--- src/rtl/load_store_unit_pkg.sv ---
// rtl/load_store_unit_pkg.sv - funct3 width codes, FSM state encoding and access-geometry helpers
package load_store_unit_pkg;

  localparam logic [2:0] F3_B  = 3'b000;
  localparam logic [2:0] F3_H  = 3'b001;
  localparam logic [2:0] F3_W  = 3'b010;
  localparam logic [2:0] F3_BU = 3'b100;
  localparam logic [2:0] F3_HU = 3'b101;

  typedef enum logic [1:0] {
    IDLE    = 2'd0,
    ACCESS1 = 2'd1,
    ACCESS2 = 2'd2,
    RESP    = 2'd3
  } state_t;

  // Width codes 011/110/111 do not exist; stores have no unsigned variants.
  function automatic logic illegal_funct3(input logic write, input logic [2:0] funct3);
    return (funct3 == 3'b011) || (funct3[2:1] == 2'b11) || (write && funct3[2]);
  endfunction

  // Byte-lane pattern of an access at offset 0, indexed by the low two funct3 bits.
  function automatic logic [3:0] lane_base(input logic [1:0] width);
    case (width)
      2'b00:   return 4'b0001;
      2'b01:   return 4'b0011;
      default: return 4'b1111;
    endcase
  endfunction

  // An access is misaligned when it crosses a word boundary.
  function automatic logic misaligned(input logic [1:0] width, input logic [1:0] offset);
    case (width)
      2'b00:   return 1'b0;
      2'b01:   return offset == 2'd3;
      default: return offset != 2'd0;
    endcase
  endfunction

endpackage

--- src/rtl/load_store_unit_load_extend.sv ---
// rtl/load_store_unit_load_extend.sv - byte select and sign/zero extension of a load result
module load_extend
  import load_store_unit_pkg::*;
(
  input  logic [55:0] words,
  input  logic [1:0]  offset,
  input  logic [2:0]  funct3,
  output logic [31:0] data
);

  logic [31:0] stream;

  // Pick the four bytes starting at the access offset; bytes past a second word are never needed.
  always_comb begin
    stream = words[31:0];
    case (offset)
      2'd0: stream = words[31:0];
      2'd1: stream = words[39:8];
      2'd2: stream = words[47:16];
      2'd3: stream = words[55:24];
      default: stream = words[31:0];
    endcase
  end

  // Keep the access size and extend according to the width code.
  always_comb begin
    data = stream;
    case (funct3)
      F3_B:    data = {{24{stream[7]}}, stream[7:0]};
      F3_H:    data = {{16{stream[15]}}, stream[15:0]};
      F3_BU:   data = {24'd0, stream[7:0]};
      F3_HU:   data = {16'd0, stream[15:0]};
      F3_W:    data = stream;
      default: data = stream;
    endcase
  end

endmodule

--- src/rtl/load_store_unit.sv ---
// rtl/load_store_unit.sv - RV32 load/store unit with optional split of word-crossing accesses
module load_store_unit
  import load_store_unit_pkg::*;
#(
  parameter int MISALIGN_SPLIT = 1
) (
  input  logic        clk,
  input  logic        reset_n,
  input  logic        req_valid,
  output logic        req_ready,
  input  logic        req_write,
  input  logic [2:0]  req_funct3,
  input  logic [31:0] req_addr,
  input  logic [31:0] req_wdata,
  output logic        resp_valid,
  input  logic        resp_ready,
  output logic [31:0] resp_rdata,
  output logic        resp_error,
  output logic        mem_write_enable,
  output logic [31:0] mem_address,
  output logic [31:0] mem_write_data,
  output logic [3:0]  mem_write_mask,
  input  logic [31:0] mem_read_data
);

  state_t      state, state_next;
  logic        op_write, op_error, op_split, req_reject;
  logic [2:0]  op_funct3;
  logic [31:0] op_addr, op_wdata, word_lo, load_data;
  logic [23:0] word_hi;
  logic [29:0] word_index;
  logic [7:0]  lane_span;
  logic [63:0] data_span;

  assign req_reject = illegal_funct3(req_write, req_funct3) ||
                      (MISALIGN_SPLIT == 0 && misaligned(req_funct3[1:0], req_addr[1:0]));
  assign op_split   = misaligned(op_funct3[1:0], op_addr[1:0]);
  assign word_index = op_addr[31:2];
  // Low halves go to the first word, anything shifted past lane 3 spills into the second.
  assign lane_span  = {4'b0000, lane_base(op_funct3[1:0])} << op_addr[1:0];
  assign data_span  = {32'd0, op_wdata} << {op_addr[1:0], 3'b000};

  load_extend u_load_extend (
    .words  ({word_hi, word_lo}),
    .offset (op_addr[1:0]),
    .funct3 (op_funct3),
    .data   (load_data)
  );

  // State register; reset aborts any transaction in flight.
  always_ff @(posedge clk or negedge reset_n) begin
    if (!reset_n) state <= IDLE;
    else          state <= state_next;
  end

  // Request capture and load-word capture.
  always_ff @(posedge clk or negedge reset_n) begin
    if (!reset_n) begin
      op_write  <= 1'b0;
      op_error  <= 1'b0;
      op_funct3 <= 3'd0;
      op_addr   <= 32'd0;
      op_wdata  <= 32'd0;
      word_lo   <= 32'd0;
      word_hi   <= 24'd0;
    end else begin
      if (state == IDLE && req_valid) begin
        op_write  <= req_write;
        op_error  <= req_reject;
        op_funct3 <= req_funct3;
        op_addr   <= req_addr;
        op_wdata  <= req_wdata;
      end
      if (state == ACCESS1 && !op_write) word_lo <= mem_read_data;
      if (state == ACCESS2 && !op_write) word_hi <= mem_read_data[23:0];
    end
  end

  // Next-state and all outputs; memory signals are driven only during access cycles.
  always_comb begin
    state_next       = state;
    req_ready        = 1'b0;
    resp_valid       = 1'b0;
    resp_rdata       = 32'd0;
    resp_error       = 1'b0;
    mem_write_enable = 1'b0;
    mem_address      = 32'd0;
    mem_write_data   = 32'd0;
    mem_write_mask   = 4'd0;
    case (state)
      IDLE: begin
        req_ready = 1'b1;
        if (req_valid) state_next = req_reject ? RESP : ACCESS1;
      end
      ACCESS1: begin
        mem_write_enable = op_write;
        mem_address      = {2'b00, word_index};
        mem_write_mask   = lane_span[3:0];
        mem_write_data   = data_span[31:0];
        state_next       = op_split ? ACCESS2 : RESP;
      end
      ACCESS2: begin
        mem_write_enable = op_write;
        mem_address      = {2'b00, word_index + 30'd1};
        mem_write_mask   = lane_span[7:4];
        mem_write_data   = data_span[63:32];
        state_next       = RESP;
      end
      RESP: begin
        resp_valid = 1'b1;
        resp_error = op_error;
        resp_rdata = (op_write || op_error) ? 32'd0 : load_data;
        if (resp_ready) state_next = IDLE;
      end
      default: state_next = IDLE;
    endcase
  end

endmodule
--- config.mk ---
export PLATFORM = sky130hd
export DESIGN_NAME = load_store_unit
export DESIGN_NICKNAME = d
export VERILOG_FILES = /design/src/rtl/load_store_unit_pkg.sv /design/src/rtl/load_store_unit_load_extend.sv /design/src/rtl/load_store_unit.sv
export SDC_FILE = /design/constraint.sdc
export NUM_CORES = 1
export LEC_CHECK = 0
export CAP_MARGIN = 20
export CORE_UTILIZATION = 40
export CTS_CLUSTER_SIZE = 14
export DETAILED_ROUTE_END_ITERATION = 8
export PLACE_DENSITY = 0.68
export SKIP_LAST_GASP = 1
export SLEW_MARGIN = 20
export SYNTH_ARGS = -nofsm -noshare
export SYNTH_HDL_FRONTEND = slang
export SYNTH_SLANG_ARGS = --single-unit
--- constraint.sdc ---
create_clock -name clk -period 3.5 [get_ports clk]
set_input_delay 0.35 -clock clk [delete_from_list [all_inputs] [get_ports clk]]
set_output_delay 0.35 -clock clk [all_outputs]
set_load 0.005 [all_outputs]
==> results.md, run 1 <==
* Outcome: finished with violations
* Failing checks: negative hold slack
* CTS tree: yes
* Seq/Total Area, Yosys at 40.4%
* Worst VDD drop at 0.000503 V
* Placed Area at 0.0101 mm^2
* Crit path max fanout at 17
* Crit Path Class: reg2out
* Critical path capture point type: output pin
* Synthesized instance count at 724
* Crit path buf inv count at 2
* GRT Util Overall at 23.0%
* Leak at 4.32 nW
* Layout Skew at 0.0114 ns
* Largest net degree at the start of global routing at 88
* I/O Buffers at 205
* Cells after DPL at 1151
* Detailed-route wire length per cell at 19.1 um
* Detailed placement HPWL at 16200 um
* IO Count at 208
* Global-route wire length before repair at 35500 um
* RSZ-0062 raised after global routing: false
* Part of the cycle the worst path needs at 94.2%
* H-Tree Depth at 4
* Synth top area cells: dfrtp_1, mux2_2, mux4_2
* FP Rows at 50
* ANT cells at 0
* Vias in the first global route at 6336
* Final setup fails at 0
* Post-synth top cells: dfrtp_1, mux2_2, o21ai_0
* Clk_lat worst skew at 0.42 ns
* Final Cell Area at 0.0107 mm^2
* Critical Path Source: op_addr[1]
* Die width at 142 um
* Syn_area_per_cell at 10.9 um^2
* CTS clk-pin slew, worst paths at 0.06 ns
* Synth async-reset ratio at 100%
* Main synth FF type: dfrtp_1
* Kind of cell adding the most delay to the critical path: buffers and inverters
* Biggest cell delay along the critical path at 0.62 ns
* Top achievable clock speed at 303 MHz
* Post-route ant nets at 0
* CTS sink count at 127
* Worst min path class: in2async
* Drt first pass iters at 5
* Inserted Clock Buffers at 17
* Synth Area in Simple Gates at 11.1%
* Netlist cell types at 52
* EDFF count, synth at 0
* Initial core utilization at 41.4%
* Rel. slew slack at 34.2%
* YS warnings at 0
* Cell Count, Final, Fillers Out at 1183
* CP Cell Sequence: inv_2 > mux2i_1 > o21a_1 > or4_4 > o21ai_0 > clkdlybuf4s50_1
* Clock Path Buffers at 2
* DIE AREA at 0.0202 mm^2
* Adder-Cell Fraction of Synth Area at 0.795%
* Post-CTS Setup Bufs at 0
* XOR/XNOR Fraction of Synth Area at 0.223%
* Worst EP arrival at 2.95 ns
* Post-synth top area share at 40.4%
* Share of layout cells above drive strength 1 at 25.0%
* Core Area at 0.0190 mm^2
* Fin util at 56.5%
* Post-synthesis mux area share at 30.9%
* Power per cell area at 968 mW/mm^2
* DRC at 0
* Via Count at 6561
* Synth Area in Compound Gates at 12.1%
* Max Transition Viols Final at 0
* Clock root buffer: clkbuf_16
* FF-to-FF Start: state[0]
* Worst setup SP type: register
* Vias per inst at 5.55
* Layout Nets at 1019
* Post-synthesis cell area at 0.00787 mm^2
* Total Wirelength at 22600 um
* TNS Setup at 0 ns
* Synth area leader: dfrtp_1
* Largest family of logic cells by synthesized area: multiplexers
* CP max stage cell: or4_4
* Initial antenna violation count at 0
* Worst EP required at 3.15 ns
* Starting DRC count in detailed routing at 395
* Register bit total from synthesis at 127
* Shortest period the worst path allows at 3.30 ns
* # hold bufs at CTS at 0
* Max-Cap Viols at 0
* Cell with the most instances after synthesis: dfrtp_1
* GRT overflow at 0
* WHS at -0.00835 ns
* Area Overhead vs Synth at 36.6%
* Height of the die at 142 um
* GP Congestion at 0.852
* Final Hold Fails at 3
* Worst Max-Slew Pin Slew at 0.987 ns
==> routing by layer <==
layer / global-route usage, % / vias to the layer above / wire length [um]
li1: - / 3076 / -
met1: 31.8 / 3221 / 10200
met2: 35.9 / 226 / 10800
met3: 4.17 / 38 / 1120
met4: 8.55 / 0 / 550
met5: 0 / - / 0
==> stage by stage <==
stage,hold slack (ns),power [mW],setup slack (ns)
after global routing,0.0676,11.1,0.0328
final,-0.00835,10.4,0.205
after CTS,0.0408,10.4,0.132
after global placement,0.477,8.48,0.649
after detailed placement,0.477,8.58,0.588
after floorplan,0.0544,6.47,1.42
==> placed cells by master, fill, tap and decap left out, types with 3 or more instances in the layout <==
cell             netlist  layout
and2_1                10      10
a21oi_1               27      27
o22ai_1               16      16
nor2_1                20      20
dfrtp_1              127     125
o21ai_2               10      10
mux2_1                 3       3
buf_4                  3      19
a22oi_1                6       6
nand4_1               19      19
mux4_2                30      30
clkinvlp_4             0       3
mux2i_1               30      30
or3_1                  4       4
inv_6                  0       7
clkbuf_16              0      17
inv_1                 24      24
a32o_1                 6       6
a32oi_1                6       6
nand3_1               15      15
and3_1                18      18
o21ai_0               55      55
nand2_1               51      50
nor4_1                 3       3
mux2_2               126     126
nor2b_1               15      13
a22o_1                 4       4
clkdlybuf4s50_1        0     204
ha_1                   5       5
a31oi_1               12      12
==> path summary, 6_finish.rpt <==
| kind | to | slack, ns | cells past startpoint |
|---|---|---|---|
| hold / removal | word_hi[9] | -0.008 | 1 |
| setup / recovery | resp_rdata[16] | 0.20 | 6 |
| setup reg to reg | op_addr[1] | 1.38 | 4 |
| hold reg to reg | word_lo[6] | 0.49 | 1 |
| min in group clk | word_lo[6] | 0.49 | 1 |
| max in group asynchronous | op_wdata[16] | 2.64 | 2 |
==> layout make-up <==
class                      count  area [um^2]
sequential                   127         3190
inverter                      25         93.8
clock buffer                  17          425
tap                          260          325
fill                        1688         8270
timing repair buffer         224         2200
clock inverter                15          173
multi-input combinational    515         4350
==> sequential cells by signal (all words and copies together), names as in the netlist <==
name and count:
op_write 1, state 2, op_addr 32, op_funct3 3
word_lo 32, op_wdata 32, word_hi 24, op_error 1
==> report_power, final <==
part           leakage [nW]  internal (mW)  switching [mW]  total (mW)
sequential             1.50           2.24           0.903        3.15
combinational          2.54           3.06            2.39        5.45
clock                 0.284           1.07           0.732        1.80
==> what timing repair did <==
| item | CTS | global route |
|---|---|---|
| hold endpoints to repair | 0 | 0 |
| resized for setup | 0 | 1 |
| setup endpoints to repair | 0 | 7 |
==> kinds of logic after synthesis <==
kind of cell             after synthesis
multiplexers                         189
AND/OR/NAND/NOR                      165
XOR/XNOR                               2
AO/OA/AOI/OAI                        152
buffers and inverters                 83
other                                  1
adder cells (fa/ha/maj)                5
flip-flops                           127
Note: power is estimated with default switching activity, not from simulation.
==> run 2, diff against run 1 <==
SLEW_MARGIN = 10   (was 20)
==> results of run 2 <==
The final DEF is identical to that of run 1; final timing and power are the same.
==> run 3, diff against run 2 <==
clock period = 3.8 ns   (was 3.5 ns; I/O delays follow)
==> results.md, run 3 (synthesized netlist as in run 1, its figures left out) <==
* CTS tree: yes
* Largest net degree at the start of global routing at 97 (+10%)
* Final Hold Fails at 0 (-3)
* CTS clk-pin slew, worst paths at 0.06 ns (about the same)
* Biggest cell delay along the critical path at 0.71 ns (+0.09 ns)
* Worst EP required at 3.42 ns (+0.27 ns)
* Worst EP arrival at 3.12 ns (+0.17 ns)
* Most frequent cells in the layout: clkdlybuf4s50_1, mux2_2, dfrtp_1, o21ai_0, nand2_1
* Detailed-route wire length per cell at 19.1 um (-0.26%)
* Worst min path class: in2async
* R2R cell count at 4 (unchanged)
* Clock Path Buffers at 2 (unchanged)
* Layout Skew at 0.0117 ns (+0.000297 ns)
* GP Congestion at 0.844 (-0.86%)
* Share of layout cells above drive strength 1 at 24.9% (-0.081 points)
* Shortest period the worst path allows at 3.50 ns
* Leak at 4.32 nW (about the same)
* Starting DRC count in detailed routing at 386 (-2.3%)
* RSZ-0062 raised after global routing: false
* Total Wirelength at 22600 um (-0.26%)
* Pre-CTS worst setup slack at 0.724 ns (+0.137 ns)
* Via Count at 6585 (+0.37%)
* CP max stage cell: dfrtp_2
* Flop pwr share at 30.8% (+0.5 points)
* Core Area at 0.0190 mm^2 (unchanged)
* H-Tree Depth at 4 (unchanged)
* Final-layout fill cell count at 1655 (-2.0%)
* Max Transition Viols Final at 0 (unchanged)
* Clock power frac at 17.5% (+0.2 points)
* Logic pwr share at 51.7% (-0.7 points)
* FF-to-FF End: op_wdata[27]
* Vias per inst at 5.57 (+0.37%)
* FF-to-FF Start: state[0]
* DRC at 0 (unchanged)
* Power per cell area at 889 mW/mm^2 (-8.1%)
* Detailed placement HPWL at 15800 um (-2.2%)
* FP Rows at 50 (unchanged)
* Worst VDD drop at 0.000491 V (-2.5%)
* Multi-input logic area at 0.00435 mm^2 (unchanged)
* Initial antenna violation count at 0 (unchanged)
* Worst setup SP type: register
* Height of the die at 142 um (unchanged)
* Clk_lat worst skew at 0.43 ns (about the same)
* R2R setup slack at 1.69 ns (+0.31 ns)
* CTS sink count at 127 (unchanged)
* Drt first pass iters at 5 (unchanged)
* Placed Area at 0.0101 mm^2 (about the same)
* TNS Setup at 0 ns (unchanged)
* Outcome: completed
* Cell Count, Final, Fillers Out at 1183 (unchanged)
* I/O Buffers at 205 (unchanged)
* GRT Util Overall at 22.9% (-0.026 points)
* # hold bufs at CTS at 0 (unchanged)
* Fin util at 56.5% (about the same)
* Seq. cell area at 0.00318 mm^2 (about the same)
* Die width at 142 um (unchanged)
* Net Switching at 3.69 mW (-8.3%)
* Area Overhead vs Synth at 36.5% (about the same)
* Crit Path Class: reg2out
* Post-route ant nets at 0 (unchanged)
* Layout Nets at 1018 (-0.098%)
* Clock root buffer: clkbuf_16
* Post_cts resized at 0 (unchanged)
* Post-CTS Setup Bufs at 0 (unchanged)
* Most common cell after layout, fill and taps aside: clkdlybuf4s50_1
* Cells after DPL at 1150 (-0.087%)
* Critical path capture point type: output pin
* Final Cell Area at 0.0107 mm^2 (about the same)
* IO Count at 208 (unchanged)
* Final setup fails at 0 (unchanged)
* DIE AREA at 0.0202 mm^2 (unchanged)
* Final setup margin at 0.302 ns (+0.0976 ns)
* Vias in the first global route at 6445 (+1.7%)
* CP Cell Sequence: inv_2 > mux2i_1 > o21a_1 > or4_4 > o21ai_0 > clkdlybuf4s50_1
* Internal power at 5.86 mW (-8.0%)
* Part of the cycle the worst path needs at 92.0%
* Initial core utilization at 41.4% (unchanged)
* Max-Cap Viols at 0 (unchanged)
* GRT overflow at 0 (unchanged)
* Worst Max-Slew Pin Slew at 0.970 ns (-0.0176 ns)
* Global-route wire length before repair at 35500 um (about the same)
* Rel. slew slack at 35.4% (+1.2 points)
* Switching share of power at 38.6% (-0.067 points)
* Top achievable clock speed at 286 MHz
* Inserted Clock Buffers at 17 (unchanged)
* Regs by FF count: op_addr x32, op_wdata x32, word_lo x32
* Crit path max fanout at 21 (+4)
-- run 3: cell types whose count changed in the layout (fill, tap and decap cells not counted) --
cell        change
buf_4           -1
clkinv_4        +2
clkinvlp_4      -1
dfrtp_2         +1
dfrtp_4         -1
diode_2         +1
inv_6           -2
inv_8           +1
-- run 3: critical path: cells and delay by family (launching register included) --
kind | cells | cell delay, ns
compound gates | 2 | 0.33
buf+inv | 2 | 0.82
flops | 1 | 0.71
mux | 1 | 0.21
simple gates | 1 | 0.62
-- run 3: cell type report --
type / instances / share of cell area [%]
repair buffers: 223 / 20.4
well taps: 260 / 3.03
diodes: 1 / 0.0233
inverters: 25 / 0.874
clock buffers: 17 / 3.96
multi-input cells: 515 / 40.5
flip-flops and latches: 127 / 29.6
clock inverters: 15 / 1.64
-- run 3: worst max path at each step --
stage | slack (ns) | end | cells after the start | start
finish | 0.30 | resp_rdata[31] | 6 | op_addr[1]
global route | 0.11 | resp_rdata[31] | 6 | op_addr[1]
CTS | 0.26 | resp_rdata[31] | 6 | op_addr[1]
detailed placement | 0.72 | resp_rdata[31] | 6 | op_addr[1]
global placement | 0.79 | resp_rdata[20] | 6 | op_addr[1]
floorplan | 1.69 | mem_address[16] | 7 | state[0]
-- run 3: per-stage QoR --
| stage | power [mW] | hold slack (ns) |
|---|---|---|
| CTS | 9.60 | 0.0946 |
| floorplan | 5.96 | 0.0844 |
| global placement | 7.78 | 0.482 |
| global route | 10.2 | 0.134 |
| detailed placement | 7.87 | 0.492 |
| finish | 9.55 | 0.0496 |
-- run 3: power by group through the flow --
stage | sequential (mW) | clock (mW) | combinational (mW)
global route | 3.07 | 1.76 | 5.38
CTS | 2.93 | 1.71 | 4.97
global placement | 2.90 | 0 | 4.88
detailed placement | 2.94 | 0 | 4.93
floorplan | 2.52 | 0 | 3.43
finish | 2.94 | 1.68 | 4.94
-- run 3: layer usage --
metal	vias to the layer above	wire length [um]	track usage, %
met1	3251	10100	31.4
met3	30	1160	4.58
met5	-	0	0
met2	231	10800	36.2
met4	0	451	7.98
li1	3073	-	-
